===== src/rtl/snake_pkg.sv =====
// Shared constants for the snake movement scheduler: headings, PS/2 make
// codes, game state encoding and the heading-reversal helper.
package snake_pkg;

   // Heading encoding shared with the coordinate datapath
   localparam logic [1:0] DIR_R = 2'b00;
   localparam logic [1:0] DIR_U = 2'b01;
   localparam logic [1:0] DIR_L = 2'b10;
   localparam logic [1:0] DIR_D = 2'b11;

   // PS/2 make codes the game reacts to
   localparam logic [7:0] KEY_START  = 8'h1b;
   localparam logic [7:0] KEY_END    = 8'h76;
   localparam logic [7:0] KEY_PAUSE  = 8'h4d;
   localparam logic [7:0] KEY_RESUME = 8'h2d;
   localparam logic [7:0] KEY_UP     = 8'h75;
   localparam logic [7:0] KEY_DOWN   = 8'h72;
   localparam logic [7:0] KEY_LEFT   = 8'h6b;
   localparam logic [7:0] KEY_RIGHT  = 8'h74;

   // Game states
   localparam logic [2:0] ST_IDLE  = 3'd0;
   localparam logic [2:0] ST_RUN   = 3'd1;
   localparam logic [2:0] ST_PAUSE = 3'd2;
   localparam logic [2:0] ST_END   = 3'd3;
   localparam logic [2:0] ST_DEAD  = 3'd4;

   // Opposite heading: R<->L and U<->D differ only in the upper bit
   function automatic logic [1:0] reverse(input logic [1:0] d);
      return d ^ 2'b10;
   endfunction

endpackage


===== src/rtl/snake_cmd_fifo.sv =====
// Small direction-command queue: 2-bit entries, QDEPTH deep, with a
// synchronous flush and a view of the most recently pushed (tail) entry.
module snake_cmd_fifo #(
   parameter int unsigned QDEPTH = 4
) (
   input  logic                          clk_i,
   input  logic                          rst_i,
   input  logic                          flush_i,
   input  logic                          push_i,
   input  logic                          pop_i,
   input  logic [1:0]                    data_i,
   output logic [1:0]                    head_o,
   output logic [1:0]                    tail_o,
   output logic                          full_o,
   output logic                          empty_o,
   output logic [$clog2(QDEPTH+1)-1:0]   count_o
);

   localparam int unsigned AW = $clog2(QDEPTH);
   localparam int unsigned CW = $clog2(QDEPTH + 1);

   logic [1:0]    mem_q [QDEPTH];
   logic [AW-1:0] wr_ptr_q;
   logic [AW-1:0] rd_ptr_q;
   logic [CW-1:0] count_q;
   logic [AW-1:0] tail_idx;
   logic          do_push;
   logic          do_pop;

   assign full_o   = (count_q == CW'(QDEPTH));
   assign empty_o  = (count_q == '0);
   assign count_o  = count_q;
   assign tail_idx = wr_ptr_q - AW'(1);
   assign head_o   = mem_q[rd_ptr_q];
   assign tail_o   = mem_q[tail_idx];
   assign do_push  = push_i && !full_o;
   assign do_pop   = pop_i && !empty_o;

   // Pointer, occupancy and storage update; flush empties without touching storage
   always_ff @(posedge clk_i or posedge rst_i) begin
      if (rst_i) begin
         wr_ptr_q <= '0;
         rd_ptr_q <= '0;
         count_q  <= '0;
         for (int unsigned i = 0; i < QDEPTH; i++) begin
            mem_q[i] <= '0;
         end
      end else if (flush_i) begin
         wr_ptr_q <= '0;
         rd_ptr_q <= '0;
         count_q  <= '0;
      end else begin
         if (do_push) begin
            mem_q[wr_ptr_q] <= data_i;
            wr_ptr_q        <= wr_ptr_q + AW'(1);
         end
         if (do_pop) begin
            rd_ptr_q <= rd_ptr_q + AW'(1);
         end
         case ({do_push, do_pop})
            2'b10:   count_q <= count_q + CW'(1);
            2'b01:   count_q <= count_q - CW'(1);
            default: count_q <= count_q;
         endcase
      end
   end

endmodule


===== src/rtl/snake_move_scheduler.sv =====
// Snake movement scheduler: decodes PS/2 keys into game-state changes and
// queued turns, and issues the periodic one-cycle step with its heading.
module snake_move_scheduler
   import snake_pkg::*;
#(
   parameter int unsigned SLOW_DIV = 10_000_000,
   parameter int unsigned FAST_DIV = 5_000_000,
   parameter int unsigned QDEPTH   = 4
) (
   input  logic       CLK,
   input  logic       RST,
   input  logic [7:0] scancode,
   input  logic       strobe,
   input  logic       sw8,
   input  logic       hit,
   output logic       step,
   output logic [1:0] dir,
   output logic       restart,
   output logic       paused,
   output logic       over,
   output logic [2:0] qcount
);

   localparam int unsigned DIV_MAX = (SLOW_DIV > FAST_DIV) ? SLOW_DIV : FAST_DIV;
   localparam int unsigned CNT_W   = $clog2(DIV_MAX);
   localparam int unsigned QCW     = $clog2(QDEPTH + 1);

   logic [2:0]       state_q,   state_d;
   logic [CNT_W-1:0] cnt_q,     cnt_d;
   logic             step_q,    step_d;
   logic [1:0]       dir_q,     dir_d;
   logic             restart_q, restart_d;
   logic             paused_q,  paused_d;
   logic             over_q,    over_d;

   logic             key_start, key_end, key_pause, key_resume;
   logic             key_is_dir;
   logic [1:0]       key_dir;
   logic [CNT_W-1:0] div_m1;
   logic             terminal;

   logic             q_push, q_pop;
   logic [1:0]       q_head, q_tail, ref_dir;
   logic             q_full, q_empty;
   logic [QCW-1:0]   q_count;

   snake_cmd_fifo #(
      .QDEPTH (QDEPTH)
   ) u_cmd_fifo (
      .clk_i   (CLK),
      .rst_i   (RST),
      .flush_i (key_start),
      .push_i  (q_push),
      .pop_i   (q_pop),
      .data_i  (key_dir),
      .head_o  (q_head),
      .tail_o  (q_tail),
      .full_o  (q_full),
      .empty_o (q_empty),
      .count_o (q_count)
   );

   assign div_m1   = sw8 ? CNT_W'(FAST_DIV - 1) : CNT_W'(SLOW_DIV - 1);
   assign terminal = (cnt_q >= div_m1);

   // Scancode decode, qualified by strobe
   always_comb begin
      key_start  = 1'b0;
      key_end    = 1'b0;
      key_pause  = 1'b0;
      key_resume = 1'b0;
      key_is_dir = 1'b0;
      key_dir    = DIR_R;
      if (strobe) begin
         case (scancode)
            KEY_START:  key_start  = 1'b1;
            KEY_END:    key_end    = 1'b1;
            KEY_PAUSE:  key_pause  = 1'b1;
            KEY_RESUME: key_resume = 1'b1;
            KEY_UP:     begin key_is_dir = 1'b1; key_dir = DIR_U; end
            KEY_DOWN:   begin key_is_dir = 1'b1; key_dir = DIR_D; end
            KEY_LEFT:   begin key_is_dir = 1'b1; key_dir = DIR_L; end
            KEY_RIGHT:  begin key_is_dir = 1'b1; key_dir = DIR_R; end
            default:    ;
         endcase
      end
   end

   // Game state transitions; start wins everywhere, then end, then death over pause
   always_comb begin
      state_d   = state_q;
      restart_d = 1'b0;
      if (key_start) begin
         state_d   = ST_RUN;
         restart_d = 1'b1;
      end else if (key_end && (state_q inside {ST_RUN, ST_PAUSE, ST_DEAD})) begin
         state_d = ST_END;
      end else begin
         case (state_q)
            ST_RUN: begin
               if (hit && !step_q) begin
                  state_d = ST_DEAD;
               end else if (key_pause) begin
                  state_d = ST_PAUSE;
               end
            end
            ST_PAUSE: begin
               if (key_resume) begin
                  state_d = ST_RUN;
               end
            end
            default: ;
         endcase
      end
      paused_d = (state_d == ST_PAUSE);
      over_d   = (state_d == ST_END) || (state_d == ST_DEAD);
   end

   // Step divider: counts only while staying in RUN, so a pause holds the value it had
   always_comb begin
      cnt_d  = cnt_q;
      step_d = 1'b0;
      if (key_start || (state_d == ST_END) || (state_d == ST_DEAD)) begin
         cnt_d = '0;
      end else if ((state_q == ST_RUN) && (state_d == ST_RUN)) begin
         if (terminal) begin
            cnt_d  = '0;
            step_d = 1'b1;
         end else begin
            cnt_d = cnt_q + CNT_W'(1);
         end
      end
   end

   // Turn queue control: reference is the pre-pop tail, pop only an already-present head
   always_comb begin
      ref_dir = q_empty ? dir_q : q_tail;
      q_push  = key_is_dir
                && ((state_q == ST_RUN) || (state_q == ST_PAUSE))
                && (key_dir != ref_dir)
                && (key_dir != reverse(ref_dir))
                && !q_full;
      q_pop   = step_d && !q_empty;
      dir_d   = dir_q;
      if (key_start) begin
         dir_d = DIR_R;
      end else if (q_pop) begin
         dir_d = q_head;
      end
   end

   // Registered state and outputs
   always_ff @(posedge CLK or posedge RST) begin
      if (RST) begin
         state_q   <= ST_IDLE;
         cnt_q     <= '0;
         step_q    <= 1'b0;
         dir_q     <= DIR_R;
         restart_q <= 1'b0;
         paused_q  <= 1'b0;
         over_q    <= 1'b0;
      end else begin
         state_q   <= state_d;
         cnt_q     <= cnt_d;
         step_q    <= step_d;
         dir_q     <= dir_d;
         restart_q <= restart_d;
         paused_q  <= paused_d;
         over_q    <= over_d;
      end
   end

   assign step    = step_q;
   assign dir     = dir_q;
   assign restart = restart_q;
   assign paused  = paused_q;
   assign over    = over_q;
   assign qcount  = 3'(q_count);

endmodule

===== config.mk =====
export PLATFORM = sky130hd
export DESIGN_NAME = snake_move_scheduler
export DESIGN_NICKNAME = d
export VERILOG_FILES = /design/src/rtl/snake_pkg.sv /design/src/rtl/snake_cmd_fifo.sv /design/src/rtl/snake_move_scheduler.sv
export SDC_FILE = /design/constraint.sdc
export NUM_CORES = 1
export LEC_CHECK = 0
export BUFFER_PORTS_ARGS = -buffer_cell sky130_fd_sc_hd__buf_2
export CAP_MARGIN = 20
export CORE_AREA = 5 5 87 89
export CTS_BUF_LIST = sky130_fd_sc_hd__clkbuf_4 sky130_fd_sc_hd__clkbuf_8
export DETAILED_ROUTE_END_ITERATION = 10
export DIE_AREA = 0 0 92 94
export PLACE_DENSITY_LB_ADDON = 0.05
export RECOVER_POWER = 100
export SYNTH_ARGS = -nofsm -noshare
export SYNTH_HDL_FRONTEND = slang
export SYNTH_SLANG_ARGS = --single-unit

===== constraint.sdc =====
create_clock -name CLK -period 9.1 [get_ports CLK]
set_clock_uncertainty 0.2 [all_clocks]
set_input_delay 0.455 -clock CLK [delete_from_list [all_inputs] [get_ports CLK]]
set_output_delay 0.455 -clock CLK [all_outputs]
set_load 0.05 [all_outputs]

==> Yosys cells after proc, flatten, opt, wreduce, memory -nomap -nowiden <==
Index checks and enable logic that the tools add are counted.
{ "totals": {"ff_bits": 48, "in_bits": 13, "output_inout_bits": 9, "wordCells": 121} }
{ "classes": {"add_sub_neg": 6, "n_lt_le_gt_ge": 5, "n_eq_ne": 20, "mux": 44, "bitwise": 5, "reduce_logical": 27} }
{ "op_table": {"columns": ["cell", "n"], "rows": [
  ["$mux 24", 4],
  ["$eq 8x7->1 const B", 6],
  ["$mux 2", 13],
  ["$add 24x1->24 const B", 1],
  ["$ge 24x24->1", 1],
  ["$mux 3", 6],
  ["$mux 1", 14],
  ["$pmux 3 s2", 2],
  ["$logic_and 1x1->1", 11],
  ["$eq 3x2->1 const B", 3],
  ["$eq 3x3->1 const B", 3],
  ["$ge 3x3->1 const B", 3],
  ["$not 2->3", 3],
  ["$bmux 2 s2", 2],
  ["$bwmux 8", 1],
  ["$eq 8x5->1 const B", 1],
  ["$eq 8x6->1 const B", 1],
  ["$reduce_bool 2->1", 4],
  ["$eq 3x1->1 const B", 2],
  ["$pmux 2 s3", 1],
  ["$reduce_bool 3->1", 2],
  ["$add 2x1->2 const B", 2],
  ["$demux 2 s2", 1],
  ["$logic_or 1x1->1", 4],
  ["other kinds (12)", 16]
]} }

==> Logic depth before layout (Yosys ltp) <==
Gate-level depths: netlist (run 1).
{ "depth": {"depth_word": 17, "ltp_mapped": 15, "mapped_depth_nobuf": 14} }

==> Modules after synthesis <==
Synthesis (run 1) repeated with hierarchy kept, for this count alone.
{ "hier_totals": {"cells_unflattened": 357, "area_unflattened_um2": 3419.5} }
{ "modules_own_cells": {"columns": ["module", "n_inst", "cells_per_inst", "area_per_inst_um2", "seq_area_each_um2"], "rows": [
  ["snake_move_scheduler", 1, 272, 2382.3, 825.8],
  ["snake_cmd_fifo", 1, 85, 1037.2, 375.4]
]} }

==> Worst setup path after synthesis (run 1) <==
OpenSTA, ideal clock, no wires.
{ "synth_timing": {"path_kind": "reg-to-reg", "start": "reg u_cmd_fifo.wr_ptr_q[0]", "end": "reg u_cmd_fifo.count_q[2] (netlist: u_cmd_fifo.count_o[2])", "setup_time_ps": 89, "t_arrival_ps": 3037, "required_ps": 8811, "path_slack_ps": 5774, "stages_incl_launch_ff": 12, "n_path_buf": 1, "synth_period_minus_slack_ps": 3326, "path_cell_list": "dfrtp_1 -> inv_1 -> ha_1 -> mux4_2 -> mux2i_1 -> mux2i_1 -> a2111oi_2 -> buf_2 -> nor2_1 -> fa_1 -> or4b_2 -> o211ai_1"} }
{ "synth_between": {"elab_chain_cells": 14, "elab_cells_between_ends": 18, "classes_between": "add/sub: 1; eq/ne: 4; mux: 6; bitwise: 2; reduce/logical: 5"} }
{ "synth_rtl": {"columns": ["item", "line", "rtl"], "rows": [
  ["start: declaration", "snake_cmd_fifo.sv:23", "logic [AW-1:0] wr_ptr_q;"],
  ["start signal: assignment", "snake_cmd_fifo.sv:55", "wr_ptr_q <= wr_ptr_q + AW'(1);"],
  ["$sub 2x1->2 *", "snake_cmd_fifo.sv:33", "assign tail_idx = wr_ptr_q - AW'(1);"],
  ["$not 2->3 (implied by the code) *", "snake_cmd_fifo.sv:35", "assign tail_o = mem_q[tail_idx];"],
  ["$bmux 2 s2 *", "snake_cmd_fifo.sv:35", null],
  ["$mux 2 (implied by the code) * (2 in series)", "snake_cmd_fifo.sv:35", null],
  ["$mux 2 *", "snake_move_scheduler.sv:137", "ref_dir = q_empty ? dir_q : q_tail;"],
  ["$ne 2x2->1 / $not 1->1 (equally long branches)", null, null],
  ["$logic_and 1x1->1 / $ne 2x2->1 (equally long branches)", "snake_move_scheduler.sv:140, snake_move_scheduler.sv:141", null],
  ["$logic_and 1x1->1 *", "snake_move_scheduler.sv:141", "&& (key_dir != reverse(ref_dir))"],
  ["$logic_and 1x1->1 *", "snake_move_scheduler.sv:142", "&& !q_full;"],
  ["$logic_and 1x1->1 *", "snake_cmd_fifo.sv:36", "assign do_push = push_i && !full_o;"],
  ["$eq 2x1->1 / $eq 2x2->1 (equally long branches)", "snake_cmd_fifo.sv:60", "case ({do_push, do_pop})"],
  ["$pmux 3 s2", "snake_cmd_fifo.sv:60", null],
  ["$mux 3", "snake_cmd_fifo.sv:48", "end else if (flush_i) begin"],
  ["end signal: assignment", "snake_cmd_fifo.sv:61", "2'b10: count_q <= count_q + CW'(1);"],
  ["end signal: assignment", "snake_cmd_fifo.sv:62", "2'b01: count_q <= count_q - CW'(1);"],
  ["end signal: assignment", "snake_cmd_fifo.sv:63", "default: count_q <= count_q;"],
  ["end: declaration", "snake_cmd_fifo.sv:25", "logic [CW-1:0] count_q;"]
]} }
Mark *: on every way between the ends. The rest lies on a longest branch, timed or not. The select of a mux whose other input is x is not followed.
A chain may end at the register's enable or synchronous reset.

==> Worst setup path after layout (run 1) <==
{ "layout_timing": {"start": "in strobe", "end": "reg cnt_q[20]"} }
{ "layout_between": {"elab_chain_cells": 10, "elab_cells_between_ends": 19, "classes_between": "eq/ne: 3; mux: 11; reduce/logical: 5"} }
{ "layout_rtl": {"columns": ["item", "line", "rtl"], "rows": [
  ["start: declaration", "snake_move_scheduler.sv:13", "input logic strobe,"],
  ["$mux 1", "snake_move_scheduler.sv:74", "if (strobe) begin"],
  ["$mux 3", "snake_move_scheduler.sv:103", "end else if (key_pause) begin"],
  ["$mux 3", "snake_move_scheduler.sv:101", "if (hit && !step_q) begin"],
  ["$pmux 3 s2", "snake_move_scheduler.sv:99", "case (state_q)"],
  ["$mux 3", "snake_move_scheduler.sv:96", "end else if (key_end && (state_q inside {ST_RUN, ST_PAUSE, ST_DEAD})) begin"],
  ["$mux 3", "snake_move_scheduler.sv:93", "if (key_start) begin"],
  ["$eq 3x2->1", "snake_move_scheduler.sv:123", "if (key_start || (state_d == ST_END) || (state_d == ST_DEAD)) begin"],
  ["$logic_or 1x1->1 (2 in series)", "snake_move_scheduler.sv:123", null],
  ["$mux 24 / $reduce_bool 2->1 (equally long branches)", null, null],
  ["end signal: assignment", "snake_move_scheduler.sv:164", "cnt_q <= cnt_d;"],
  ["end: declaration", "snake_move_scheduler.sv:29", "logic [CNT_W-1:0] cnt_q, cnt_d;"]
]} }
Parallel ways exist; a longest one is shown, timed or not.

==> results.md, run 1 <==
Worst setup path:
- At the worst endpoint, the required time is 9.13 ns.
- The worst path arrival time is 4.04 ns.
- The critical path goes through clkbuf_1 > nor2b_1 > nand4_1 > inv_1 > nor2_1 > nand2_1 > o221a_1 > o21ai_0 > or3_1 > a21oi_1.
- The largest incremental delay on the critical path is 0.87 ns.
- The critical path contains buffers and inverters numbering 2 combined.
- The largest driver fanout on the critical path is 28.
- The kind of end point of the critical path is a register.
- The internal reg-to-reg setup slack is 5.25 ns.
- By startpoint and endpoint, the worst setup path is classified as input port to register.
- The cell at the slowest stage of the critical path is sky130_fd_sc_hd__inv_1.
- The nature of the critical path startpoint is an input port.
- The category of cells accounting for the largest share of critical-path delay is simple AND/OR/NAND/NOR gates.

Global routing:
- Global routing finished with a remaining overflow of 0.
- The number of antenna violations at the first check in global routing is 0.
- The first-pass GRT wire length is 11,470 um.
- For this run, the total global-route usage over all layers was measured as 16.63%.
- The number of global-route vias before repair is 2,401.
- The largest net degree at the start of global routing is 49.

Outcome:
- The run finished, with violations left.
- The checks that failed: capacitance limit, slew limit.

Synth:
- Sequential cells were found to cover 39.20% of the synthesized design area.
- In this run the cell area of the synthesized design comes to 3064 um2.
- The synthesis-stage register bit count is 48.
- Synthesis produced a netlist whose cell count is 315.
- In this run, distinct cell masters in the synthesized netlist total 59.
- The fraction of registers with async set/reset is 100.0%.
- The top-area cell type share of the netlist area is 39.20%.
- During synthesis, Yosys emitted a total of 0 warnings.
- The mean instance size in the synthesized netlist is 9.728 um2.
- Of all cell types, the one taking the most synthesized area is sky130_fd_sc_hd__dfrtp_1.
- The most used flip-flop cell after synthesis is sky130_fd_sc_hd__dfrtp_1.
- After synthesis, the most frequently instantiated cells are sky130_fd_sc_hd__dfrtp_1 (48), sky130_fd_sc_hd__nor2_1 (40), sky130_fd_sc_hd__nand2_1 (21).
- Counting flops with a built-in enable in the synthesized netlist gives 0.
- Sorting the synthesized cells by area gives the leading types as sky130_fd_sc_hd__dfrtp_1 (39%), sky130_fd_sc_hd__ha_1 (6.5%), sky130_fd_sc_hd__nor2_1 (4.9%).
- The dominant cell by count in the synthesized netlist is sky130_fd_sc_hd__dfrtp_1.
- The number of nets handed over by synthesis was 345.

Timing:
- The number of endpoints failing setup at the final stage is 0.
- The transition time at the pin with the least slew margin is 2.337 ns.
- The number of endpoints with negative hold slack in the final report was 0.
- Derived from the worst setup path, the maximum achievable clock frequency is 249.3 MHz.
- After layout, the minimum clock period comes to 4.011 ns.
- The final critical-path share of the clock period is 44.08%.
- Setup repair after global routing left no endpoint under its margin.
- The relative max-transition margin is -55.79%.
- The post-route setup TNS is 0 ns.
- The post-route worst hold slack is 0.3154 ns.
- The final-report max-slew violation count is 43.

Final layout:
- Compared with the post-synthesis result, the final layout area differs by 7.146%.
- The area taken by flip-flops and latches is 1201 um2.
- 0 antenna diodes ended up in the layout.
- The final-layout fill cell count is 655.
- The ratio of cells with drive above 1 in the final layout is 11.80%.
- The final layout contains 369 nets.
- The area occupied by multi-input gates is 1727 um2.

Power:
- Summed over all nets, the switching power comes to 0.1034 mW.
- Power comes to 0.3850 mW.
- Of the total power, combinational logic draws 10.4%.
- The clock share of power is 32.4%.
- The analysis attributes to cell leakage a power of 1.533 nW.
- The internal power of the cells is 0.2815 mW.
- Of the total power, registers draw 57.2%.
- The worst-case IR drop observed on VDD is 65.47 uV.
- For this design the ratio of total power to cell area is 117.3 nW/um2.
- Of the total power, the share spent switching nets is 26.87%.

Drt:
- The final wirelength is 6592 um.
- The first routing iteration left 62 violations.
- Once detail routing completed, the nets flagged for antenna violations numbered 0.
- For this run, design rule violations remaining after detail routing come to 0.
- The first TritonRoute pass finished after 6 iterations.
- The detailed-route vias per instance is 5.687.
- For this block, the via count after detailed routing is 2,383.
- The routed wire length per instance is 15.73 um.

Die:
- The area of the core region is 6681 um2.
- The die is 92 um wide.
- The height of the chip is 94 um.
- Row generation in the floorplan step produced 30 rows.
- In this run the count of I/O pins placed on the die edge is 22.
- The starting utilization of the core area is 45.86%.
- The die covers 8648 um2.

Clock network:
- The clock-pin slew on the worst setup and hold paths is 0.09 ns.
- The tree is rooted in a sky130_fd_sc_hd__clkbuf_8.
- The later pin in the worst-skew pair is clocked with a latency of 0.30 ns.
- The number of clock buffers added by TritonCTS is 5.
- The clock tree from TritonCTS is built.
- The buffers inserted during post-CTS setup optimization is 0.
- The number of cells upsized or downsized after cts is 0.
- The level count of the clock H-tree is 2.
- After clock tree synthesis, the flow added hold-fix buffers numbering 0.
- The tree built by TritonCTS fans out to 48 sinks.
- The buffer depth of the longest clock path is 2.

Job:
- Across the run, the number of max-cap violations was 1.

Min path:
- The tightest min-delay check is of the register to register type.

Place:
- The congestion estimate from routability-driven global placement came to 0.8353.
- The HPWL after detailed placement is 4845 um.
- Input and output buffers added on the ports amount to 21.
==> power by group through the flow <==
stage / sequential, mW / clock [mW] / combinational (mW)
final: 0.220 / 0.125 / 0.0401
after global routing: 0.221 / 0.141 / 0.0456
after CTS: 0.220 / 0.130 / 0.0416
after detailed placement: 0.224 / 0 / 0.0417
after global placement: 0.224 / 0 / 0.0414
after floorplan: 0.225 / 0 / 0.0283
==> final timing paths <==
| check | cells past startpoint | start | endpoint |
|---|---|---|---|
| max in group asynchronous | 4 | RST | state_q[2] |
| min in group asynchronous | 3 | RST | cnt_q[11] |
| min | 1 | u_cmd_fifo.mem_q[7] | u_cmd_fifo.mem_q[7] |
| max reg2reg | 11 | u_cmd_fifo.wr_ptr_q[0] | u_cmd_fifo.count_o[2] |
| max | 10 | strobe | cnt_q[20] |
| min reg2reg | 1 | u_cmd_fifo.mem_q[7] | u_cmd_fifo.mem_q[7] |
==> placed cells by master (no fill, tap or decap), types with 3 or more instances in the layout <==
| cell | count |
|---|---|
| sky130_fd_sc_hd__o21ai_0 | 20 |
| sky130_fd_sc_hd__mux4_2 | 3 |
| sky130_fd_sc_hd__nand3_1 | 9 |
| sky130_fd_sc_hd__o211ai_1 | 10 |
| sky130_fd_sc_hd__mux2i_1 | 7 |
| sky130_fd_sc_hd__dfrtp_1 | 48 |
| sky130_fd_sc_hd__nand4_1 | 7 |
| sky130_fd_sc_hd__o2111ai_1 | 6 |
| sky130_fd_sc_hd__buf_2 | 11 |
| sky130_fd_sc_hd__nand2_1 | 21 |
| sky130_fd_sc_hd__nor2b_1 | 4 |
| sky130_fd_sc_hd__clkbuf_1 | 12 |
| sky130_fd_sc_hd__nor3_1 | 5 |
| sky130_fd_sc_hd__and3_1 | 6 |
| sky130_fd_sc_hd__nor3b_1 | 3 |
| sky130_fd_sc_hd__a21oi_1 | 10 |
| sky130_fd_sc_hd__xor2_1 | 17 |
| sky130_fd_sc_hd__xnor2_1 | 3 |
| sky130_fd_sc_hd__and2_1 | 3 |
| sky130_fd_sc_hd__ha_1 | 16 |
| sky130_fd_sc_hd__and3b_1 | 4 |
| sky130_fd_sc_hd__clkbuf_8 | 5 |
| sky130_fd_sc_hd__mux2_2 | 10 |
| sky130_fd_sc_hd__inv_1 | 13 |
| sky130_fd_sc_hd__a31oi_1 | 3 |
| sky130_fd_sc_hd__nor2_1 | 40 |
| sky130_fd_sc_hd__or3_1 | 6 |
==> per-stage QoR <==
| step | cells | cell area (um2) | worst slack (ns) | utilization [%] |
|---|---|---|---|---|
| global route | 419 | 3283 | 4.667 | 49.14 |
| floorplan | 315 | 3064 | 5.774 | - |
| global placement | 410 | 3237 | 5.455 | 48.45 |
| CTS | 417 | 3318 | 5.563 | 49.66 |
| finish | 419 | 3283 | 5.089 | 49.14 |
| detailed placement | 410 | 3237 | 5.336 | 48.45 |
==> layout make-up <==
class / instances / area share [%]
multi-input cells: 245 / 52.59
well taps: 80 / 3.049
flip-flops and latches: 48 / 36.59
clock buffers: 5 / 2.096
inverters: 13 / 1.486
clock inverters: 2 / 0.3811
repair buffers: 26 / 3.811
==> cells by family (layout without fill, tap and decap cells) <==
kind of cell               after synthesis  after routing  share of synthesized area [%]
adders and majority gates               17             17                          7.187
muxes                                   20             20                          8.167
DFF                                     48             48                          39.20
buffers and inverters                   22             46                          3.389
and+or+nand+nor                        124            124                          21.81
xor gates and xnor gates                20             20                          5.717
AOI/OAI and AO/OA                       64             64                          14.54
==> state kept, by name, summed over array words and instances (netlist names) <==
signal               flops
cnt_q                   24
dir                      2
over                     1
paused                   1
restart                  1
state_q                  3
step                     1
u_cmd_fifo.count_o       3
u_cmd_fifo.mem_q         8
u_cmd_fifo.rd_ptr_q      2
u_cmd_fifo.wr_ptr_q      2
==> per-layer routing <==
layer  up-vias  track usage (%)  part of all wire (%)
li1       1192                -                     -
met1      1154            20.73                    46
met2        31            29.38                    50
met3         6            3.526                   3.2
met4         0            4.084                  0.99
met5         -                0                     0
Power figures use the tool's default switching activity.
==> run 2, diff against run 1 <==
--- a/config.mk
+++ b/config.mk
@@ -5,12 +5,13 @@
 export SDC_FILE = /design/constraint.sdc
 export NUM_CORES = 1
 export LEC_CHECK = 0
+export ABC_AREA = 1
 export BUFFER_PORTS_ARGS = -buffer_cell sky130_fd_sc_hd__buf_2
 export CAP_MARGIN = 20
-export CORE_AREA = 5 5 87 89
+export CORE_AREA = 5 5 90 92
 export CTS_BUF_LIST = sky130_fd_sc_hd__clkbuf_4 sky130_fd_sc_hd__clkbuf_8
 export DETAILED_ROUTE_END_ITERATION = 10
-export DIE_AREA = 0 0 92 94
+export DIE_AREA = 0 0 95 97
 export PLACE_DENSITY_LB_ADDON = 0.05
 export RECOVER_POWER = 100
 export SYNTH_ARGS = -nofsm -noshare
==> constraint.sdc (replaced) <==
create_clock -name CLK -period 3.5 [get_ports CLK]
set_clock_uncertainty 0.2 [all_clocks]
set_input_delay 0.175 -clock CLK [delete_from_list [all_inputs] [get_ports CLK]]
set_output_delay 0.175 -clock CLK [all_outputs]
set_load 0.05 [all_outputs]
==> results.md, run 2 <==
Power:
- The static leakage is 1.654 nW (was 1.533 nW).
- The power dissipated by switching net loads is 0.5437 mW (was 0.1034 mW).
- The internal power of the cells is 0.8897 mW (was 0.2815 mW).
- The maximum ir drop on the vdd rail is 170.5 uV (was 65.47 uV).
- The switching share of power is 37.93% (was 26.87%).
- The sequential share of power is 42.1% (was 57.2%).
- The portion of total power attributed to combinational logic was 28.1% (was 10.4%).
- The clock share of power is 29.8% (was 32.4%).
- The power density over the cells is 407.8 nW/um2 (was 117.3 nW/um2).

Worst setup path:
- The worst endpoint required time is 3.51 ns (was 9.13 ns).
- The number of buffer and inverter instances along the worst setup path is 4 (was 2).
- The kind of end point of the critical path was a register (unchanged).
- The cell depth of the worst flop-to-flop path is 19 (was 11).
- The worst path arrival time was 2.98 ns (was 4.04 ns).
- The category of cells accounting for the largest share of critical-path delay is simple AND/OR/NAND/NOR gates (unchanged).
- The cell at the slowest stage of the critical path is sky130_fd_sc_hd__dfrtp_1 (was sky130_fd_sc_hd__inv_1).
- The classification of the worst setup path is register to register (was input port to register).
- The most numerous cell type found on the critical path is sky130_fd_sc_hd__nand2_1.
- The internal reg-to-reg setup slack is 0.53 ns (was 5.25 ns).
- Ordered cell list for the critical path: inv_1 > ha_1 > nor2_1 > o21ai_0 > nand3_1 > o21ai_0 > inv_1 > nand2_1 > nand2_1 > nand2_1 > nand4_1 > inv_1 > fa_1 > xnor2_1 > inv_1 > nand2_1 > nand2_1 > nand2_1 > nand2_1 (was clkbuf_1 > nor2b_1 > nand4_1 > inv_1 > nor2_1 > nand2_1 > o221a_1 > o21ai_0 > or3_1 > a21oi_1).
- The end of the worst register-to-register path is u_cmd_fifo.count_o[2] (unchanged).
- The largest driver fanout on the critical path is 6 (was 28).
- The worst reg2reg path startpoint is u_cmd_fifo.wr_ptr_q[0] (unchanged).
- The nature of the critical path startpoint is a register (was input port).
- The largest incremental delay on the critical path is 0.45 ns (was 0.87 ns).

Global routing:
- The aggregate global routing overflow came to 0 (unchanged).
- The largest net degree at the start of global routing came to 49 (unchanged).
- The aggregate global-route resource usage is 16.82% (was 16.63%).
- The number of global-route vias before repair came to 2,796 (was 2,401).
- The first-pass GRT wire length came to 12,620 um (was 11,470 um).
- The number of antenna violations at the first check in global routing is 0 (unchanged).

Final layout:
- The flip-flop count of the largest register after layout was 24 (unchanged).
- The most common library cell in the layout ignoring fill and taps is sky130_fd_sc_hd__nand2_1 (was sky130_fd_sc_hd__dfrtp_1).
- The total non-filler cell area in the finished layout is 3515 um2 (was 3283 um2).
- The final-layout fill cell count is 772 (was 655).
- The number of nets in the layout is 486 (was 369).
- Leading cell types in the layout, fill and taps excluded: sky130_fd_sc_hd__nand2_1 (99), sky130_fd_sc_hd__dfrtp_1 (48), sky130_fd_sc_hd__inv_1 (47), sky130_fd_sc_hd__nor2_1 (46), sky130_fd_sc_hd__nand3_1 (36) (was sky130_fd_sc_hd__dfrtp_1 (48), sky130_fd_sc_hd__nor2_1 (40), sky130_fd_sc_hd__nand2_1 (21), sky130_fd_sc_hd__o21ai_0 (20), sky130_fd_sc_hd__xor2_1 (17)).
- The ratio of cells with drive above 1 in the final layout is 10.07% (was 11.80%).
- The antenna cell count is 0 (unchanged).
- Largest regs: cnt_q x24, u_cmd_fifo.mem_q x8 (unchanged).
- The register with the most flip-flops is cnt_q (unchanged).
- The synthesis-to-layout area growth is 7.790% (was 7.146%).

Synth:
- The count of warnings emitted by yosys came to 0 (unchanged).
- The dominant cell by count in the synthesized netlist is sky130_fd_sc_hd__nand2_1 (was sky130_fd_sc_hd__dfrtp_1).
- The number of enable-type register cells in the synthesized netlist is 0 (unchanged).
- The cell type with the highest aggregate area in the netlist is sky130_fd_sc_hd__dfrtp_1 (unchanged).
- The flip-flop cell with the highest count after synthesis was sky130_fd_sc_hd__dfrtp_1 (unchanged).
- The top-area cell type share of the netlist area is 36.84% (was 39.20%).
- Leading post-synthesis cells by cell area: sky130_fd_sc_hd__dfrtp_1 (37%), sky130_fd_sc_hd__nand2_1 (11%), sky130_fd_sc_hd__ha_1 (6.1%) (was sky130_fd_sc_hd__dfrtp_1 (39%), sky130_fd_sc_hd__ha_1 (6.5%), sky130_fd_sc_hd__nor2_1 (4.9%)).
- The number of unique standard cell types used by synthesis is 38 (was 59).
- The complex-gate fraction of the synthesized area is 9.862% (was 14.54%).
- The number of instances in the synthesized netlist is 431 (was 315).
- The multiplexer area fraction after synthesis is 0% (was 8.167%).
- The largest family of logic cells by synthesized area is simple AND/OR/NAND/NOR gates (unchanged).
- The fraction of synthesized cell area in xor and xnor cells came to 2.686% (was 5.717%).
- The basic-gate share of the synthesized area counting and, or, nand and nor cells is 36.76% (was 21.80%).
- The sequential-to-total area share from yosys stat came to 36.84% (was 39.20%).
- The fraction of registers with async set/reset is 100.0% (unchanged).
- The area share of fa/ha/maj cells after synthesis is 6.754% (was 7.187%).
- Most frequent cells after synthesis: sky130_fd_sc_hd__nand2_1 (93), sky130_fd_sc_hd__dfrtp_1 (48), sky130_fd_sc_hd__inv_1 (47) (was sky130_fd_sc_hd__dfrtp_1 (48), sky130_fd_sc_hd__nor2_1 (40), sky130_fd_sc_hd__nand2_1 (21)).
- The synthesis-stage register bit count is 48 (unchanged).
- The area of the mapped netlist is 3261 um2 (was 3064 um2).
- The mean instance size in the synthesized netlist is 7.565 um2 (was 9.728 um2).
- The synthesized netlist net count is 461 (was 345).

Clock network:
- The clock tree root buffer cell was sky130_fd_sc_hd__clkbuf_8 (unchanged).
- The clock-pin slew on the worst setup and hold paths is 0.10 ns (was 0.09 ns).
- The clock sink total is 48 (unchanged).
- The clock tree from TritonCTS is built (unchanged).
- The clock buffer count from CTS is 5 (unchanged).
- The buffer depth of the longest clock path is 2 (unchanged).
- The number of cells upsized or downsized after cts is 0 (unchanged).
- The level count of the clock H-tree is 2 (unchanged).
- The clock network latency to the later pin of the worst-skew pair is 0.31 ns (was 0.30 ns).

Place:
- The number of I/O port buffers is 21 (unchanged).
- The final RePlAce weighted congestion is 0.8088 (was 0.8353).
- The cell area reported after detailed placement is 3457 um2 (was 3237 um2).
- The HPWL after detailed placement is 5461 um (was 4845 um).

Timing:
- The number of endpoints with negative hold slack in the final report is 0 (unchanged).
- In the finished design, the share of the clock period the worst path needs comes to 84.93%.
- The maximum frequency from static timing analysis is 336.4 MHz.
- The relative max-transition margin is -11.37% (was -55.79%).
- The number of endpoints failing setup at the final stage came to 0 (unchanged).
- The final critical delay including setup and external delays is 2.972 ns.
- The transition time at the pin with the least slew margin came to 1.671 ns (was 2.337 ns).
- The final-report max-slew violation count came to 35 (was 43).
- The post-route setup TNS came to 0 ns (unchanged).
- RSZ-0062 raised after global routing: false (unchanged).

Drt:
- The final wirelength came to 7312 um (was 6592 um).
- The overall via count from detail_route is 2,838 (was 2,383).
- The count of routing violations after the opening detailed-route iteration is 83 (was 62).
- The detailed-route vias per instance was 5.104 (was 5.687).
- The routed wire length per instance came to 13.15 um (was 15.73 um).
- The total iterations of the first detailed-routing run is 4 (was 6).
- The number of nets with antenna violations after routing was 0 (unchanged).
- The remaining design rule violation count came to 0 (unchanged).

Min path:
- The path class of the lowest-slack min-delay path was input port to register (was register to register).
- The cell count of the worst hold path came to 3 (was 1).
- The hold-critical path endpoint is u_cmd_fifo.mem_q[1] (was u_cmd_fifo.mem_q[7]).
- The launch point of the worst hold path is strobe (was u_cmd_fifo.mem_q[7]).

Die:
- The area of the core region is 7137 um2 (was 6681 um2).
- The starting utilization of the core area is 45.69% (was 45.86%).
- The height of the chip is 97 um (was 94 um).
- The die width came to 95 um (was 92 um).
- The number of top-level pins is 22 (unchanged).
- The cell row count is 31 (was 30).
- The die area was 9215 um2 (was 8648 um2).

Outcome:
- Violations in the final reports: capacitance limit, slew limit (unchanged).
- Status: finished, violations left (unchanged).

Job:
- The number of max-cap violations came to 1 (unchanged).
==> run 2: tightest hold or removal path, cell delays in order <==
cell and delay [ns]:
sky130_fd_sc_hd__clkbuf_1 0.18, sky130_fd_sc_hd__nand2_1 0.20, sky130_fd_sc_hd__o21ai_0 0.10
==> run 2: through the flow <==
step | power (mW) | utilization [%] | setup WS (ns) | hold slack [ns] | instances
6_report | 1.433 | 49.25 | 0.5276 | 0.1891 | 556
5_1_grt | 1.525 | 49.25 | 0.1668 | 0.2263 | 556
4_1_cts | 1.480 | 50.19 | 0.5000 | 0.1232 | 555
3_5_place_dp | 1.049 | 48.44 | 0.4702 | 0.2764 | 546
3_3_place_gp | 1.051 | 48.44 | 0.5548 | 0.2689 | 546
2_1_floorplan | 0.9605 | - | 0.7145 | 0.2428 | 431
==> run 2: cell families after synthesis <==
family	after synthesis
xor+xnor	10
compound gates	55
buf+inv	58
simple gates	243
fa+ha+maj	17
flops	48
==> run 2: routing by layer <==
| layer | global-route usage, % | share of wire [%] | vias to the layer above | routed length (um) |
|---|---|---|---|---|
| li1 | - | - | 1484 | - |
| met1 | 21.35 | 48 | 1308 | 3476 |
| met2 | 29.23 | 49 | 37 | 3567 |
| met3 | 2.793 | 2.6 | 9 | 192 |
| met4 | 4.218 | 1.0 | 0 | 74 |
| met5 | 0 | 0 | - | 0 |
==> run 2: cell type report <==
class	instances	area [um2]	share of cell area, %
multi-input combinational	325	1763	50.16
sequential	48	1201	34.18
inverter	53	198.9	5.660
tap	99	123.9	3.524
timing repair buffer	23	112.6	3.204
clock buffer	5	68.82	1.958
clock inverter	3	46.29	1.317
==> run 2: how the worst max path moves through the flow <==
stage                      startpoint                     to  slack, ns  cells after the start
3_5_place_dp                      sw8  u_cmd_fifo.count_o[2]       0.47                     20
5_1_grt                           RST               cnt_q[5]       0.17                      4
3_3_place_gp   u_cmd_fifo.wr_ptr_q[0]  u_cmd_fifo.count_o[2]       0.55                     19
6_report       u_cmd_fifo.wr_ptr_q[0]  u_cmd_fifo.count_o[2]       0.53                     19
4_1_cts                      cnt_q[0]  u_cmd_fifo.count_o[2]       0.50                     16
2_1_floorplan   u_cmd_fifo.count_o[0]  u_cmd_fifo.count_o[2]       0.71                     16
==> run 2: repair_timing <==
action                     CTS  global route
hold buffers                 1             0
buffers inserted             0             0
setup endpoints to repair    0             0
hold endpoints to repair    48             0
==> run 2: power groups by stage <==
stage               Sequential (mW)  Combinational [mW]  Clock, mW
floorplan                     0.635               0.325          0
finish                        0.604               0.402      0.427
CTS                           0.603               0.437      0.439
detailed placement            0.613               0.436          0
global route                  0.606               0.460      0.459
global placement              0.614               0.437          0
